[src/rtl/ddr_unpack_fifo.sv]
// ddr_unpack_fifo: width-converting FIFO, wide DDR words in, narrow units out.
// Ports: clk, reset, flush; wdata/we/full/words_free write side;
//   threshold/level/level_low/overflow status; out_data/out_valid/out_ready.
module ddr_unpack_fifo #(
  parameter int IN_BYTES       = 8,
  parameter int OUT_BYTES      = 1,
  parameter int DEPTH          = 8,
  parameter int FIRST_BYTE_LSB = 1,
  localparam int RATIO = IN_BYTES / OUT_BYTES,
  localparam int CAP   = DEPTH * RATIO,
  localparam int LW    = $clog2(CAP + 1),
  localparam int AW    = $clog2(DEPTH),
  localparam int IW    = IN_BYTES * 8,
  localparam int OW    = OUT_BYTES * 8
) (
  input  logic          clk,
  input  logic          reset,
  input  logic          flush,
  input  logic [IW-1:0] wdata,
  input  logic          we,
  output logic          full,
  output logic [AW:0]   words_free,
  input  logic [LW-1:0] threshold,
  output logic [LW-1:0] level,
  output logic          level_low,
  output logic          overflow,
  output logic [OW-1:0] out_data,
  output logic          out_valid,
  input  logic          out_ready
);

  localparam int LR = $clog2(RATIO);
  localparam int RW = $clog2(CAP) + 1;
  localparam int UW = (LR > 0) ? LR : 1;

  logic [IW-1:0] mem [DEPTH];

  logic [AW:0]   wptr;
  logic [RW-1:0] rptr;

  logic [RW-1:0] stored;
  logic [AW:0]   words_used;
  logic          clr;
  logic          wr_en;
  logic          load;

  logic [IW-1:0] rd_word;
  logic [UW-1:0] uidx;
  logic [UW-1:0] upos;
  logic [OW-1:0] unit;

  assign clr = reset | flush;

  // stored counts units; the read pointer's upper bits name its word.
  assign stored     = (RW'(wptr) << LR) - rptr;
  assign words_used = wptr - rptr[RW-1:LR];
  assign words_free = (AW+1)'(DEPTH) - words_used;
  assign full       = (words_used == (AW+1)'(DEPTH));

  assign level     = LW'(stored) + LW'(out_valid);
  assign level_low = (level < threshold);

  assign wr_en = we & ~full & ~clr;
  assign load  = (~out_valid | out_ready) & (stored != '0);

  generate
    if (LR > 0) begin : g_uidx
      assign uidx = rptr[UW-1:0];
    end else begin : g_uidx0
      assign uidx = '0;
    end
  endgenerate

  // Big-endian order picks units from the top of the word down.
  assign upos    = (FIRST_BYTE_LSB != 0) ? uidx : (UW'(RATIO - 1) - uidx);
  assign rd_word = mem[rptr[LR+AW-1:LR]];
  assign unit    = rd_word[upos*OW +: OW];

  always_ff @(posedge clk) begin
    if (wr_en) begin
      mem[wptr[AW-1:0]] <= wdata;
    end
  end

  always_ff @(posedge clk) begin
    if (clr) begin
      wptr      <= '0;
      rptr      <= '0;
      out_valid <= 1'b0;
      out_data  <= '0;
      overflow  <= 1'b0;
    end else begin
      if (wr_en) begin
        wptr <= wptr + 1'b1;
      end
      if (we && full) begin
        overflow <= 1'b1;
      end
      if (load) begin
        out_data  <= unit;
        out_valid <= 1'b1;
        rptr      <= rptr + 1'b1;
      end else if (out_ready) begin
        out_valid <= 1'b0;
      end
    end
  end

endmodule
[config.mk]
export PLATFORM = sky130hd
export DESIGN_NAME = ddr_unpack_fifo
export DESIGN_NICKNAME = d
export VERILOG_FILES = /design/src/rtl/ddr_unpack_fifo.sv
export SDC_FILE = /design/constraint.sdc
export NUM_CORES = 1
export LEC_CHECK = 0
export CAP_MARGIN = 20
export CELL_PAD_IN_SITES_DETAIL_PLACEMENT = 1
export CELL_PAD_IN_SITES_GLOBAL_PLACEMENT = 1
export CORE_ASPECT_RATIO = 0.6
export CORE_MARGIN = 1
export CORE_UTILIZATION = 30
export DETAILED_ROUTE_END_ITERATION = 8
export DONT_BUFFER_PORTS = 1
export GPL_TIMING_DRIVEN = 0
export PLACE_DENSITY = 0.54
export SYNTH_ARGS = -nofsm -noshare
export SYNTH_HDL_FRONTEND = slang
export SYNTH_SLANG_ARGS = --single-unit
[constraint.sdc]
create_clock -name clk -period 10.08 [get_ports clk]
set_clock_uncertainty 0.05 [all_clocks]
set_input_delay 2.016 -clock clk [delete_from_list [all_inputs] [get_ports clk]]
set_output_delay 2.016 -clock clk [all_outputs]
set_load 0.005 [all_outputs]
==> results.sh, run 1 <==
export IMPL_comb_power_share=0.045
export IMPL_p_int_mw=3.527
export IMPL_hold_class="reg -> reg"
export IMPL_maxCapViolCount=0
export IMPL_fmax_mhz=183.0
export IMPL_die_y_um=206.9
export IMPL_num_antenna_cells=0
export IMPL_worstRegToRegCells=16
export IMPL_power_leakage_nw=7.287
export IMPL_post_drt_wl_per_cell_um=26.34
export IMPL_clkTransAtPathRegs_ns=0.06
export IMPL_start_kind="register"
export IMPL_r2r_start="wptr[0]"
export IMPL_syn_to_final_growth_pct=15.08
export IMPL_worst_pin_slew_ns=1.071
export IMPL_fillers=6769
export IMPL_routed_wl_um=55170
export IMPL_min_period_ns=5.463
export IMPL_clkPwrFrac=0.405
export IMPL_dpl_hpwl_um=36750
export IMPL_grt_max_degree=41
export IMPL_pwr_density_cell_mw_per_mm2=185.9
export IMPL_postCtsResizedCells=0
export IMPL_final_setup_viol_count=0
export IMPL_slowest_delay_ns=0.54
export IMPL_cp_max_fo=10
export IMPL_gp_congestion=0.7186
export IMPL_grtUsageTotal=0.1567
export IMPL_wl_met3_um=3371
export IMPL_port_buffers=0
export IMPL_cts_hold_buffers=0
export IMPL_fin_nets=1242
export IMPL_outcome="completed"
export IMPL_synth_flop_cell="edfxtp_1"
export IMPL_wl_met1_um=27640
export IMPL_cpMostUsedCell="clkbuf_1"
export IMPL_drt_first_pass_iters=5
export IMPL_maxSlewHeadroom=0.2862
export IMPL_path_cells="clkbuf_1, or3_1, clkbuf_1, xnor2_1, nor2_1, xor2_1, ha_1, nor2b_1, o21ai_0, o2bb2ai_1"
export IMPL_via_per_inst=4.983
export IMPL_antenna_found_initial=1
export IMPL_synth_edf_count=512
export IMPL_fp_dieW_um=343.5
export IMPL_synth_cell_types=45
export IMPL_ys_warn_count=0
export IMPL_clockBufferDepth=3
export IMPL_drc=0
export IMPL_syn_inst=1067
export IMPL_ios=99
export IMPL_syn_area_per_cell_um2=19.67
export IMPL_layout_drive_gt1_share=0.1919
export IMPL_hold_viol=0
export IMPL_design_area_mm2=0.02415
export IMPL_switching_share=0.2147
export IMPL_rsz0062_at_grt="no"
export IMPL_utilization=0.3521
export IMPL_slew_viol_final=0
export IMPL_ys_ff_latch=536
export IMPL_cts_tree="done"
export IMPL_clk_latency_ns=0.57
export IMPL_cts_buffers=50
export IMPL_switchingPower_mw=0.9645
export IMPL_grt_overflow_total=0
export IMPL_core_mm2=0.06861
export IMPL_row_count=74
export IMPL_yosysSeqAreaShare=0.7554
export IMPL_fin_crit_sh=0.5420
export IMPL_cp_end_kind="output port"
export IMPL_drt_initial_drc_count=883
export IMPL_grt_pass1_wl_um=79300
export IMPL_syn_nets=1160
export IMPL_vias=10440
export IMPL_synth_top_cell_area_share=0.7325
export IMPL_vdd_drop_max_mv=0.1310
export IMPL_multi_input_area_mm2=0.004868
export IMPL_register_area_mm2=0.01586
export IMPL_crit_path_end="level_low"
export IMPL_arrival_ns=3.40
export IMPL_path_class="reg -> out"
export IMPL_critPathLaunch="rptr[1]"
export IMPL_wl_met2_um=23430
export IMPL_r2r_slack_ns=5.34
export IMPL_synthArstFlopShare=0
export IMPL_crit_required_ns=8.01
export IMPL_synth_top_area_cell="edfxtp_1"
export IMPL_dieArea_mm2=0.07106
export IMPL_clkSinkCount=536
export IMPL_cts_root_buf="clkbuf_16"
export IMPL_top_layer="met4"
export IMPL_r2r_end="mem[0][36]"
export IMPL_grt_pass1_vias=10900
export IMPL_ys_top_cells_by_area="edfxtp_1 (73%), mux4_2 (11%), mux2i_1 (3.9%), dfxtp_1 (2.3%), a22oi_1 (1.8%)"
export IMPL_slowest_stage="clkbuf_1"
export IMPL_place_area_mm2=0.02263
export IMPL_seqPwrFrac=0.550
export IMPL_h_tree_depth=2
export IMPL_ant_nets=0
export IMPL_post_cts_buffers=0
export IMPL_synthesis_area_mm2=0.02099
export IMPL_start_util=0.3059
-- how the worst min path moves through the flow --
stage / startpoint / to / slack [ns] / depth (start not counted)
floorplan: wptr[3] / wptr[3] / 0.40 / 1
global placement: wptr[3] / wptr[3] / 0.42 / 1
detailed placement: overflow / overflow / 0.43 / 2
CTS: overflow / overflow / 0.45 / 2
global route: wptr[3] / wptr[3] / 0.48 / 1
finish: overflow / overflow / 0.44 / 2
-- final cells by class --
class	count	area share
repair buffers	30	0.01911
plain buffers	50	0.009842
flip-flops and latches	536	0.6564
clock buffers	61	0.05439
well taps	912	0.04724
multi-input cells	461	0.2016
inverters	20	0.003212
clock inverters	25	0.008236
-- critical path, delay by kind of cell, from the launching register on --
family	cells	cell delay, ns
and+or+nand+nor	3	0.52
adders and majority gates	1	0.29
DFF	1	0.39
AOI/OAI and AO/OA	2	0.28
buffers and inverters	2	0.85
xor gates and xnor gates	2	0.50
-- placed cells by master (no fill, tap or decap), types with 3 or more instances in the layout --
cell type and n:
clkbuf_16 51, buf_8 4, xor2_1 9, nor2b_1 7
edfxtp_1 512, dfxtp_1 24, ha_1 16, nand4_1 6
a211oi_1 3, a31oi_1 10, mux2i_1 82, buf_1 4
and2_1 3, nor2_1 24, nand2_1 30, o22ai_1 3
bufinv_16 3, or3_1 3, clkinv_1 10, xnor2_1 12
clkbuf_1 34, buf_4 5, nand2b_1 10, a21oi_1 29
mux4_2 98, a22oi_1 49, nand3_1 27, buf_6 15
nor2_4 5, buf_2 16, clkinv_2 10, buf_12 11
inv_1 18, o21ai_0 9, nor4_1 5
-- cells by family after synthesis --
| group | share of synthesized area |
|---|---|
| flip-flops | 0.7554 |
| multiplexers | 0.1443 |
| AND/OR/NAND/NOR | 0.03166 |
| AO/OA/AOI/OAI | 0.03452 |
| buffers and inverters | 0.01490 |
| XOR/XNOR | 0.008763 |
| adder cells (fa/ha/maj) | 0.01049 |
-- flip-flops by register name, indices dropped and copies added (netlist names), named ones only --
signal     flops
mem          512
out_data       8
rptr           7
wptr           4
out_valid      1
overflow       1
-- through the flow --
step | std cells | setup slack (ns) | TNS, ns | hold WS (ns) | power [mW]
3_3_place_gp | 1979 | -3.415 | -418.89 | 0.4155 | 2.718
4_1_cts | 2094 | 4.521 | 0 | 0.4505 | 4.542
3_5_place_dp | 2008 | 4.634 | 0 | 0.4328 | 2.722
6_report | 2095 | 4.617 | 0 | 0.4446 | 4.491
2_1_floorplan | 1067 | 2.406 | 0 | 0.3985 | 2.639
5_1_grt | 2095 | 4.321 | 0 | 0.4793 | 4.638
-- metal layers --
metal  GRT usage  vias up
li1            -     4514
met1      0.2411     5610
met2      0.2284      264
met3     0.03306       52
met4     0.02810        0
met5           0        -
-- cells in the mapped netlist (4+ instances only) --
library cell / number
buf_4: 4
buf_1: 4
nand4_1: 6
nor2_1: 29
inv_1: 19
a22oi_1: 49
xor2_1: 9
mux4_2: 98
clkbuf_1: 24
nand2b_1: 10
edfxtp_1: 512
nor3_1: 4
nand2_1: 30
nor4_1: 5
xnor2_1: 12
ha_1: 16
a31oi_1: 10
buf_2: 16
o21ai_0: 9
a21oi_1: 29
dfxtp_1: 24
nand3_1: 27
mux2i_1: 82
nor2b_1: 7
-- power by group through the flow --
stage | sequential (mW) | clock [mW] | combinational [mW]
5_1_grt | 2.47 | 1.95 | 0.222
6_report | 2.47 | 1.82 | 0.203
3_3_place_gp | 2.52 | 0 | 0.196
2_1_floorplan | 2.51 | 0 | 0.127
4_1_cts | 2.47 | 1.87 | 0.205
3_5_place_dp | 2.52 | 0 | 0.204
(Power assumes the default switching activity.)
==> inputs of run 2 (changes only) <==
- PLACE_DENSITY: 0.54 -> 0.56
- clock period: 10.08 -> 4.9 ns (I/O delays scaled with it)
==> run 2 against run 1 <==
Against the previous run: setup slack worse by 4.2 ns; clock-buffer cell count up 12; non-clock buffer count down 3; total power up 110%; sequential share of layout area down 0.58 points; global-route usage up 0.093 points; largest cell class unchanged; die area unchanged.
==> results.sh, run 2 (synthesis results as in run 1) <==
export IMPL_cp_max_fo=10
export IMPL_routed_wl_um=55340
export IMPL_cts_root_buf="clkbuf_16"
export IMPL_cts_tree="done"
export IMPL_dpl_hpwl_um=37170
export IMPL_start_kind="register"
export IMPL_vdd_drop_max_mv=0.2436
export IMPL_fin_nets=1239
export IMPL_clk_latency_ns=0.59
export IMPL_ant_nets=0
export IMPL_clockBufferDepth=3
export IMPL_worst_pin_slew_ns=1.177
export IMPL_syn_to_final_growth_pct=16.11
export IMPL_core_mm2=0.06861
export IMPL_slowest_stage="clkbuf_1"
export IMPL_grt_overflow_total=0
export IMPL_fillers=6735
export IMPL_clkTransAtPathRegs_ns=0.06
export IMPL_hold_class="in -> reg"
export IMPL_pwr_density_cell_mw_per_mm2=383.6
export IMPL_fp_dieW_um=343.5
export IMPL_cp_end_kind="output port"
export IMPL_critPathBufInv=2
export IMPL_row_count=74
export IMPL_slowest_delay_ns=0.57
export IMPL_maxCapViolCount=0
export IMPL_final_common_cell="edfxtp_1"
export IMPL_cts_hold_buffers=0
export IMPL_maxSlewHeadroom=0.2156
export IMPL_grt_pass1_wl_um=80380
export IMPL_power_leakage_nw=7.333
export IMPL_via_per_inst=5.024
export IMPL_fmax_mhz=221.9
export IMPL_crit_required_ns=3.87
export IMPL_vias=10550
export IMPL_cts_buffers=50
export IMPL_h_tree_depth=2
export IMPL_slew_viol_final=0
export IMPL_gr_max_usage_layer="met1"
export IMPL_die_y_um=206.9
export IMPL_grtUsageMet2=0.2285
export IMPL_gp_congestion=0.7286
export IMPL_ios=99
export IMPL_grtUsageTotal=0.1576
export IMPL_final_setup_viol_count=0
export IMPL_path_cells="clkbuf_1, or3_1, clkbuf_1, xnor2_1, nor2_1, xor2_1, ha_1, nor2b_1, o21ai_0, o2bb2ai_1"
export IMPL_fin_crit_sh=0.9196
export IMPL_hold_viol=0
export IMPL_min_period_ns=4.506
export IMPL_post_drt_wl_per_cell_um=26.36
export IMPL_dieArea_mm2=0.07106
export IMPL_start_util=0.3059
export IMPL_use_met3=0.03443
export IMPL_drt_first_pass_iters=5
export IMPL_rsz0062_at_grt="no"
export IMPL_layout_common_cells="edfxtp_1 (512), mux4_2 (98), mux2i_1 (82), clkbuf_16 (51), a22oi_1 (49)"
export IMPL_clkSinkCount=536
export IMPL_drt_initial_drc_count=1143
export IMPL_postCtsResizedCells=0
export IMPL_post_cts_buffers=0
export IMPL_port_buffers=0
export IMPL_largest_reg_flops=512
export IMPL_antenna_found_initial=0
export IMPL_worst_hold_slack_ns=0.4299
export IMPL_crit_family="buffers and inverters"
export IMPL_drc=0
export IMPL_arrival_ns=3.48
export IMPL_grt_max_degree=38
export IMPL_stdcell_count=2099
export IMPL_outcome="completed"
export IMPL_cpMostUsedCell="clkbuf_1"
export IMPL_path_class="reg -> out"
export IMPL_layout_drive_gt1_share=0.1889
export IMPL_grt_pass1_vias=11070
export IMPL_gr_usage_met1=0.2425
export IMPL_place_inst=2005
## run 2: changes by cell type in the layout (fill, tap and decap cells not counted), moves of 3 or more
cell      change
buf_16       +10
buf_6        -13
clkbuf_1      +9
clkbuf_8      +3
clkinv_1      -3
clkinv_2      -4
## run 2: area by class of cell
cell class | instances | area (um^2) | area share
Inverter | 20 | 77.57 | 0.003183
Sequential cell | 536 | 15860 | 0.6506
Multi-Input combinational cell | 461 | 4881 | 0.2003
Clock buffer | 73 | 1389 | 0.05699
Clock inverter | 19 | 183.9 | 0.007547
Tap cell | 912 | 1141 | 0.04682
Buffer | 50 | 237.7 | 0.009755
Antenna cell | 1 | 2.502 | 0.0001027
Timing Repair Buffer | 27 | 603.1 | 0.02475
## run 2: power breakdown
group,total (mW),internal [mW],switching [mW],leakage [nW]
clock network,3.85,2.13,1.72,0.764
logic,0.423,0.150,0.273,1.76
registers,5.08,5.05,0.0258,4.81
total,9.35,7.33,2.02,7.33
## run 2: routing by layer
layer	part of all wire	up-vias
met2	0.43	289
met1	0.50	5665
met3	0.061	63
met4	0.013	0
met5	0	-
li1	-	4529
## run 2: path summary, 6_finish.rpt
check / startpoint / end / slack (ns) / cells after the start
setup / recovery: rptr[1] / level_low / 0.39 / 10
hold / removal: wdata[44] / mem[6][44] / 0.43 / 0
setup reg to reg: wptr[1] / mem[0][16] / 0.89 / 11
hold reg to reg: wptr[3] / wptr[3] / 0.43 / 1
## run 2: metrics by stage
step | power (mW) | worst slack (ns) | TNS (ns) | util | cell area, um^2
2_1_floorplan | 5.427 | -0.2108 | -67.24 | - | 21000
3_3_place_gp | 5.585 | -4.031 | -1721.85 | 0.3227 | 22140
3_5_place_dp | 5.604 | 0.8353 | 0 | 0.3320 | 22780
4_1_cts | 9.447 | 0.3329 | 0 | 0.3550 | 24350
5_1_grt | 9.650 | 0.09433 | 0 | 0.3552 | 24370
6_report | 9.349 | 0.3939 | 0 | 0.3552 | 24370
